[src/rtl/game_pkg.sv]
// Shared game-flow types and widths used by the overlay sequencer and score HUD.
package game_pkg;

   localparam int POINTS_W = 5;
   localparam int LIVES_W  = 3;

   typedef enum logic [1:0] {
      ST_IDLE    = 2'd0,
      ST_PLAYING = 2'd1,
      ST_GO_HOLD = 2'd2,
      ST_GO_WAIT = 2'd3
   } game_state_t;

endpackage

[src/rtl/bin_to_bcd2.sv]
// Combinational binary score to tens/units split by compare-subtract (score < 40).
module bin_to_bcd2
   import game_pkg::*;
(
   input  logic [POINTS_W-1:0] bin,
   output logic [3:0]          tens,
   output logic [3:0]          units
);

   logic [POINTS_W-1:0] rem;

   always_comb begin
      tens = 4'd0;
      rem  = bin;
      if (bin >= POINTS_W'(30)) begin
         tens = 4'd3;
         rem  = bin - POINTS_W'(30);
      end else if (bin >= POINTS_W'(20)) begin
         tens = 4'd2;
         rem  = bin - POINTS_W'(20);
      end else if (bin >= POINTS_W'(10)) begin
         tens = 4'd1;
         rem  = bin - POINTS_W'(10);
      end
      units = 4'(rem);
   end

endmodule

[src/rtl/game_flow_ctrl.sv]
// IDLE/PLAYING/GAME_OVER sequencer with score, lives and registered overlay outputs.
// Optional blinking game-over overlay: define GAME_OVER_BLINK_EN.
module game_flow_ctrl
   import game_pkg::*;
#(
   parameter int unsigned LIVES_INIT   = 3,
   parameter int unsigned MAX_POINTS   = 31,
   parameter int unsigned HOLD_FRAMES  = 120,
   parameter int unsigned BLINK_FRAMES = 30
) (
   input  logic                clk,
   input  logic                rst,
   input  logic                start_btn,
   input  logic                hit_evt,
   input  logic                miss_evt,
   input  logic                frame_tick,
   output logic                playing,
   output logic                game_over,
   output logic                display_en,
   output logic [POINTS_W-1:0] points,
   output logic [3:0]          points_tens,
   output logic [3:0]          points_units,
   output logic [LIVES_W-1:0]  lives
);

   game_state_t         state, state_nxt;
   logic                start_q, start_rise;
   logic [POINTS_W-1:0] points_nxt;
   logic [LIVES_W-1:0]  lives_nxt;
   logic [7:0]          frame_cnt, frame_cnt_nxt;
   logic [3:0]          tens_nxt, units_nxt;
   logic                playing_d, game_over_d, display_en_d, blink_on;
   logic                go_entry, in_go;

   assign start_rise = start_btn & ~start_q;
   assign in_go      = (state == ST_GO_HOLD) || (state == ST_GO_WAIT);
   assign go_entry   = (state == ST_PLAYING) && (state_nxt == ST_GO_HOLD);

   always_ff @(posedge clk or posedge rst) begin
      if (rst) begin
         state     <= ST_IDLE;
         start_q   <= 1'b0;
         points    <= '0;
         lives     <= LIVES_W'(LIVES_INIT);
         frame_cnt <= '0;
      end else begin
         state     <= state_nxt;
         start_q   <= start_btn;
         points    <= points_nxt;
         lives     <= lives_nxt;
         frame_cnt <= frame_cnt_nxt;
      end
   end

   always_comb begin
      state_nxt     = state;
      points_nxt    = points;
      lives_nxt     = lives;
      frame_cnt_nxt = '0;
      case (state)
         ST_IDLE, ST_GO_WAIT: begin
            if (start_rise) begin
               points_nxt = '0;
               lives_nxt  = LIVES_W'(LIVES_INIT);
               state_nxt  = ST_PLAYING;
            end
         end
         ST_PLAYING: begin
            if (hit_evt && (points < POINTS_W'(MAX_POINTS)))
               points_nxt = points + 1'b1;
            if (miss_evt) begin
               lives_nxt = lives - 1'b1;
               if (lives == LIVES_W'(1))
                  state_nxt = ST_GO_HOLD;
            end
         end
         ST_GO_HOLD: begin
            frame_cnt_nxt = frame_cnt;
            if (frame_tick) begin
               frame_cnt_nxt = frame_cnt + 1'b1;
               if (frame_cnt == 8'(HOLD_FRAMES - 1))
                  state_nxt = ST_GO_WAIT;
            end
         end
         default: state_nxt = ST_IDLE;
      endcase
   end

`ifdef GAME_OVER_BLINK_EN
   logic [7:0] blink_cnt, blink_cnt_nxt;
   logic       blink_ph, blink_ph_nxt;

   always_ff @(posedge clk or posedge rst) begin
      if (rst) begin
         blink_cnt <= '0;
         blink_ph  <= 1'b1;
      end else begin
         blink_cnt <= blink_cnt_nxt;
         blink_ph  <= blink_ph_nxt;
      end
   end

   // Phase restarts high on every game-over entry, then flips every BLINK_FRAMES ticks.
   always_comb begin
      blink_cnt_nxt = blink_cnt;
      blink_ph_nxt  = blink_ph;
      if (go_entry) begin
         blink_cnt_nxt = '0;
         blink_ph_nxt  = 1'b1;
      end else if (in_go && frame_tick) begin
         if (blink_cnt == 8'(BLINK_FRAMES - 1)) begin
            blink_cnt_nxt = '0;
            blink_ph_nxt  = ~blink_ph;
         end else begin
            blink_cnt_nxt = blink_cnt + 1'b1;
         end
      end
   end

   assign blink_on = blink_ph_nxt;
`else
   assign blink_on = 1'b1;
`endif

   bin_to_bcd2 u_bcd (
      .bin   (points_nxt),
      .tens  (tens_nxt),
      .units (units_nxt)
   );

   always_comb begin
      playing_d    = (state_nxt == ST_PLAYING);
      game_over_d  = (state_nxt == ST_GO_HOLD) || (state_nxt == ST_GO_WAIT);
      display_en_d = game_over_d & blink_on;
   end

   always_ff @(posedge clk or posedge rst) begin
      if (rst) begin
         playing      <= 1'b0;
         game_over    <= 1'b0;
         display_en   <= 1'b0;
         points_tens  <= 4'd0;
         points_units <= 4'd0;
      end else begin
         playing      <= playing_d;
         game_over    <= game_over_d;
         display_en   <= display_en_d;
         points_tens  <= tens_nxt;
         points_units <= units_nxt;
      end
   end

endmodule

[config.mk]
export PLATFORM = sky130hd
export DESIGN_NAME = game_flow_ctrl
export DESIGN_NICKNAME = d
export VERILOG_FILES = /design/src/rtl/game_pkg.sv /design/src/rtl/bin_to_bcd2.sv /design/src/rtl/game_flow_ctrl.sv
export SDC_FILE = /design/constraint.sdc
export NUM_CORES = 1
export LEC_CHECK = 0
export ABC_AREA = 1
export CAP_MARGIN = 30
export CORE_AREA = 10 10 64 79
export DETAILED_ROUTE_END_ITERATION = 10
export DIE_AREA = 0 0 74 89
export PLACE_DENSITY = 0.81
export SYNTH_ARGS = -nofsm -noshare
export SYNTH_HDL_FRONTEND = slang
export SYNTH_SLANG_ARGS = --single-unit
[constraint.sdc]
create_clock -name clk -period 2.1 [get_ports clk]
set_input_delay 0.63 -clock clk [delete_from_list [all_inputs] [get_ports clk]]
set_output_delay 0.63 -clock clk [all_outputs]
set_load 0.03 [all_outputs]
==> reports/metrics.csv, run 1 <==
stage,metric,value,unit
cts,htree_levels,1,
die,die_y,89,um
route,first_iter_violations,73,
final_layout,n_fill_cell,302,
sta,fin_ws,70.02,ps
synthesis,synth_top_cells_by_area,"dfrtp_1, ha_1, nand2_1",
worst_setup_path,cp-start-kind,register,
route,viasPerCell,4.910,
pwr,p_int,1.649,mW
place,hpwl,2858,um
worst_setup_path,required,2310,ps
cts,cts_tree,yes,
synthesis,synth_top_family_by_area,simple AND/OR/NAND/NOR gates,
synthesis,syn-cell-area,0.001635,sq mm
worst_setup_path,path_class,register to register,
worst_setup_path,worst_ep_arrival_time,2240,ps
route,dr_total_vias,1478,
pwr,switchingPower,1.421,mW
place,gp_congestion,0.8537,
run_status,outcome,completed,
worst_setup_path,critPathMostFrequentCell,nand2_1,
place,place_ws,-484.8,ps
pwr,power_leakage,1.144,nW
route,ant_nets,0,
final_layout,nNetsFinal,279,
place,port_buffers,22,
sta,fin_crit,2030,ps
worst_setup_path,cp_top_family,simple AND/OR/NAND/NOR gates,
route,drc,0,
pwr,pwr-share-comb,67.3,%
synthesis,synth_fa_ha_area_share,8.416,%
final_layout,mostFrequentLayoutCells,"nand2_1, buf_4, dfrtp_1",
cts,cts_sinks,25,
sta,period_share,96.67,%
synthesis,yosys.area_share.simple,31.75,%
route,post_drt_wl_per_cell,12.42,um
place,place_area,0.002073,sq mm
pwr,netSwitchingFraction,46.29,%
global_routing,gr-total-overflow,0,
job,max_cap_violations,0,
sta,rsz0062_at_grt,yes,
sta,slew_violations,0,
worst_hold_path,hold_class,register to register,
die,initial_core_util,44.68,%
synthesis,ys_types,32,
worst_setup_path,critical-path-max-stage-delay,410,ps
sta,fin_setup_tns,0,ps
sta,holdWs,511.5,ps
synthesis,netlist.area_leader.share,35.20,%
die,io_pins,25,
synthesis,seq_area_frac_synth,38.41,%
place,dp_cells,287,
worst_setup_path,critical_path.cell_chain,buf_6 > ha_4 > o21ai_4 > nand2_4 > inv_4 > o21ai_4 > inv_2 > ha_1 > nand2_1 > nand2_2 > nand2_2 > nand3_1 > nand2_1 > nand2_1 > nand2_1,
sta,hold_violations,0,
sta,skew,5.007,ps
final_layout,multi_input_area,933.4,sq um
pwr,p_seq_share,23.1,%
synthesis,yosysWarningCount,0,
cts,clk_pin_slew,90,ps
synthesis,synth_compound_area_share,9.946,%
sta,setup-violations-final,0,
worst_setup_path,crit_slowest_cell,dfrtp_1,
final_layout,fin_area,0.002275,sq mm
pwr,clkPwrFrac,9.6,%
cts,numCtsBuffers,3,
final_layout,drive_above_1_share,35.63,%
global_routing,track_usage,11.51,%
synthesis,yosysTopAreaCell,dfrtp_1,
die,dieArea,0.006586,sq mm
global_routing,grt_max_degree,26,
final_layout,antenna_cells,0,
synthesis,ys_seq_elements,25,
pwr,vdd_drop_max,0.0008212,V
final_layout,regArea,630.6,sq um
die,num_rows,25,
worst_setup_path,endpoint_kind,register,
cts,clk_latency,270,ps
final_layout,syn_to_final_growth,39.10,%
synthesis,synthMuxAreaShare,0,%
global_routing,grt_pass1_wl,6265,um
global_routing,grt_pass1_vias,1477,
final_layout,fin_cells,301,
cts,cts_root_buffer,clkbuf_8,
pwr,power.total,3.070,mW
worst_setup_path,crit_path_max_fanout,4,
pwr,power_density,1349,mW/mm^2
die,core_area,0.003660,sq mm
global_routing,antenna_found_initial,0,
synthesis,synth_xor_area_share,1.071,%
synthesis,avgSynthCellArea,7.977,sq um
worst_setup_path,critPathBufInv,3,
cts,cts.path.max_buffers,2,
sta,clock.fmax,492.6,MHz
die,die_w,74,um
route,wirelength,3737,um
synthesis,synth_cells,205,
route,firstDrtPassIters,4,
final_layout,utilization,62.15,%
-- power by group through the flow --
stage                     clock [mW]  sequential, mW  combinational [mW]
after floorplan                    0           0.933               0.932
after global placement             0           0.709                1.78
after detailed placement           0           0.716                1.82
after CTS                      0.307           0.706                1.90
after global routing           0.330           0.730                2.25
final                          0.295           0.710                2.06
-- cell families (layout without fill, tap and decap cells) --
logic type / after synthesis / count (layout)
simple gates: 100 / 100
buf+inv: 38 / 93
compound gates: 28 / 28
flops: 25 / 25
fa+ha+maj: 11 / 11
xor+xnor: 2 / 2
other cells: 1 / 2
-- flip-flops by register name (all words and copies together), names as in the netlist --
signal	count
lives	3
points_units	4
state	2
start_q	1
frame_cnt	8
playing	1
points_tens	2
points	4
-- routing by layer --
metal  global-route usage (%)  wire (um)  vias up
met2                    21.66       2027       27
met3                    1.667        151        4
met4                    3.226         25        0
met5                        0          0        -
li1                         -          -      763
met1                    12.84       1532      684
-- cell usage after synthesis, drive strengths merged --
master  count
ha         11
a22oi       1
nand2      53
nand3b      2
o31ai       1
conb        1
clkbuf      1
buf         5
a21oi      10
o21ai      15
nor2       16
and3        1
nand4       4
nor4        1
nor3        3
xnor2       1
inv        32
nand3      20
xor2        1
dfrtp      23
o211ai      1
dfstp       2
-- worst paths after layout --
check                      cells after the start                      from  slack (ps)                   endpoint
max                                           15        state[0]$_DFF_PP0_          70  points_units[3]$_DFF_PP0_
min                                            1  frame_cnt[6]$_DFFE_PP0P_         510   frame_cnt[6]$_DFFE_PP0P_
max reg2reg                                   15        state[0]$_DFF_PP0_          70  points_units[3]$_DFF_PP0_
min reg2reg                                    1  frame_cnt[6]$_DFFE_PP0P_         510   frame_cnt[6]$_DFFE_PP0P_
max in group asynchronous                      3                       rst        1100       lives[0]$_DFFE_PP1P_
min in group asynchronous                      3                       rst         690  points_units[1]$_DFF_PP0_
-- repair_timing --
item / CTS / global route
hold buffers: 0 / 0
gates resized for setup: 18 / 17
pin swaps: 4 / 9
setup buffers: 4 / 6
endpoints found under the setup margin: 10 / 6
-- final cells by class --
class	instances	area share, %
Tap cell	40	2.200
Multi-Input combinational cell	143	41.03
Clock inverter	1	0.3300
Inverter	32	5.831
Sequential cell	25	27.72
Clock buffer	3	1.815
Timing Repair Buffer	57	21.07
Note: power is estimated with default switching activity, not from simulation.
==> inputs of run 2 (changes only) <==
--- a/config.mk
+++ b/config.mk
@@ -7,9 +7,10 @@
 export LEC_CHECK = 0
 export ABC_AREA = 1
 export CAP_MARGIN = 30
-export CORE_AREA = 10 10 64 79
+export CORE_AREA = 10 10 60 74
 export DETAILED_ROUTE_END_ITERATION = 10
-export DIE_AREA = 0 0 74 89
+export DIE_AREA = 0 0 70 84
+export DONT_BUFFER_PORTS = 1
 export PLACE_DENSITY = 0.81
 export SYNTH_ARGS = -nofsm -noshare
 export SYNTH_HDL_FRONTEND = slang
==> run 2 against run 1 <==
  * Core utilization grew 3.0 points
  * Largest cell class unchanged
  * Non-clock buffer count shrank 27
  * Total power shrank 4.2%
  * Sequential power grew 23%
==> reports/metrics.csv, run 2 (same netlist as run 1, synthesis figures left out) <==
stage,metric,value,unit
global_routing,track_usage,12.40,%
worst_setup_path,crit_slowest_cell,dfrtp_2,
route,wirelength,3818,um
final_layout,largest-register,frame_cnt,
global_routing,antenna_found_initial,0,
place,gp_congestion,0.8835,
cts,numCtsBuffers,3,
cts,hold_buffers,0,
cts,cts_root_buffer,clkbuf_8,
cts,clk_latency,270,ps
cts,htree_levels,1,
die,dieArea,0.005880,sq mm
worst_setup_path,crit_start,state[1]$_DFF_PP0_,
final_layout,nNetsFinal,252,
route,first_iter_violations,119,
worst_setup_path,rr_endpoint,points_units[3]$_DFF_PP0_,
worst_setup_path,cp-start-kind,register,
worst_setup_path,crit_path_max_fanout,4,
job,max_cap_violations,0,
cts,clk_pin_slew,90,ps
final_layout,antenna_cells,0,
sta,rsz0062_at_grt,yes,
global_routing,grt_pass1_vias,1457,
pwr,power_density,1452,mW/mm^2
place,dp_cells,252,
die,die_w,70,um
pwr,power.total,2.940,mW
sta,fin_crit,2035,ps
worst_setup_path,reg2reg_setup_slack,60,ps
final_layout,drive_above_1_share,36.75,%
pwr,power_leakage,1.022,nW
worst_setup_path,path_class,register to register,
run_status,outcome,completed,
worst_setup_path,endpoint_kind,register,
route,post_drt_wl_per_cell,14.09,um
die,die_y,84,um
worst_setup_path,worst_ep_arrival_time,2250,ps
worst_setup_path,critical-path-max-stage-delay,430,ps
final_layout,mostFrequentLayoutCells,"nand2_1, buf_4, inv_1, dfrtp_1, nand3_1",
route,firstDrtPassIters,4,
sta,skew,3.173,ps
die,num_rows,23,
final_layout,final_common_cell,nand2_1,
route,dr_total_vias,1446,
sta,clock.fmax,491.3,MHz
worst_setup_path,critical_path.cell_chain,inv_4 > ha_4 > o21ai_4 > nand2_4 > inv_2 > o21ai_4 > inv_2 > ha_1 > nand2_1 > nand2_2 > nand2_4 > nand3_1 > nand2_1 > nand2_1 > nand2_1,
worst_setup_path,r2r-start,state[1]$_DFF_PP0_,
sta,setup-violations-final,0,
sta,slew_violations,0,
final_layout,largest_reg_flops,8,
die,initial_core_util,52.62,%
sta,fin_ws,64.60,ps
pwr,vdd_drop_max,0.0008006,V
worst_setup_path,critPathMostFrequentCell,nand2_1,
route,viasPerCell,5.336,
place,port_buffers,0,
worst_setup_path,reg2reg_depth,15,
cts,cts_tree,yes,
final_layout,fin_cells,271,
cts,cts_sinks,25,
place,place_ws,-19.10,ps
sta,period_share,96.92,%
global_routing,grt_max_degree,26,
die,io_pins,25,
worst_hold_path,hold_class,primary input to asynchronous set/reset pin,
worst_setup_path,required,2320,ps
sta,hold_violations,0,
global_routing,gr-total-overflow,0,
final_layout,top_regs,"frame_cnt x8, points x4, points_units x4",
global_routing,grt_pass1_wl,6285,um
route,drc,0,
die,core_area,0.003108,sq mm
place,hpwl,2681,um
route,ant_nets,0,
final_layout,syn_to_final_growth,23.79,%
final_layout,utilization,65.14,%
cts,cts.path.max_buffers,2,
## run 2: cell types whose count changed in the layout (fill, tap and decap cells not counted), sizes merged
cell,previous run,this run
clkdlybuf4s50,13,0
buf,35,30
dlymetal6s2s,1,0
dlygate4sd2,8,0
## run 2: routing by layer
layer | track usage (%) | part of all wire, %
met3 | 2.500 | 4.2
met2 | 23.12 | 56
met4 | 6.475 | 2.5
met5 | 0 | 0
met1 | 12.38 | 38
## run 2: what timing repair did
item | 4_1_cts | 5_1_grt
pin swaps | 0 | 13
gates cloned | 0 | 0
endpoints found under the setup margin | 2 | 4
gates resized for setup | 2 | 23
setup buffers | 0 | 15
## run 2: worst max-delay path: cells and delay by family (launching register included)
family	cells	cell delay, ps
adders and majority gates	2	480
DFF	1	430
AOI/OAI and AO/OA	2	250
buffers and inverters	3	210
and+or+nand+nor	8	600
## run 2: worst max path at each step
stage	end	slack [ps]
3_3_place_gp	points_units[1]$_DFF_PP0_	30
3_5_place_dp	points_units[1]$_DFF_PP0_	-20
6_report	points_units[3]$_DFF_PP0_	60
5_1_grt	points_units[2]$_DFF_PP0_	-40
2_1_floorplan	points_units[1]$_DFF_PP0_	2
4_1_cts	points_units[1]$_DFF_PP0_	9
## run 2: report_power, final
part / leakage (nW) / switching (mW) / internal, mW
logic: 0.675 / 1.01 / 0.758
registers: 0.325 / 0.251 / 0.622
clock network: 0.0217 / 0.168 / 0.135
total: 1.02 / 1.42 / 1.52
## run 2: metrics by stage
step	hold slack [ps]	TNS [ps]	area [sq um]
2_1_floorplan	456.2	0	1657
3_3_place_gp	487.4	0	1774
3_5_place_dp	494.4	-19.10	1774
4_1_cts	299.3	0	1838
5_1_grt	317.1	-91.36	2024
6_report	282.7	0	2024
## run 2: cell type report
type / instances / area [sq um]
Clock buffer: 3 / 41.29
Clock inverter: 1 / 7.507
Fill cell: 247 / 1084
Inverter: 32 / 132.6
Multi-Input combinational cell: 143 / 935.9
Sequential cell: 25 / 631.9
Tap cell: 37 / 46.29
Timing Repair Buffer: 30 / 229.0
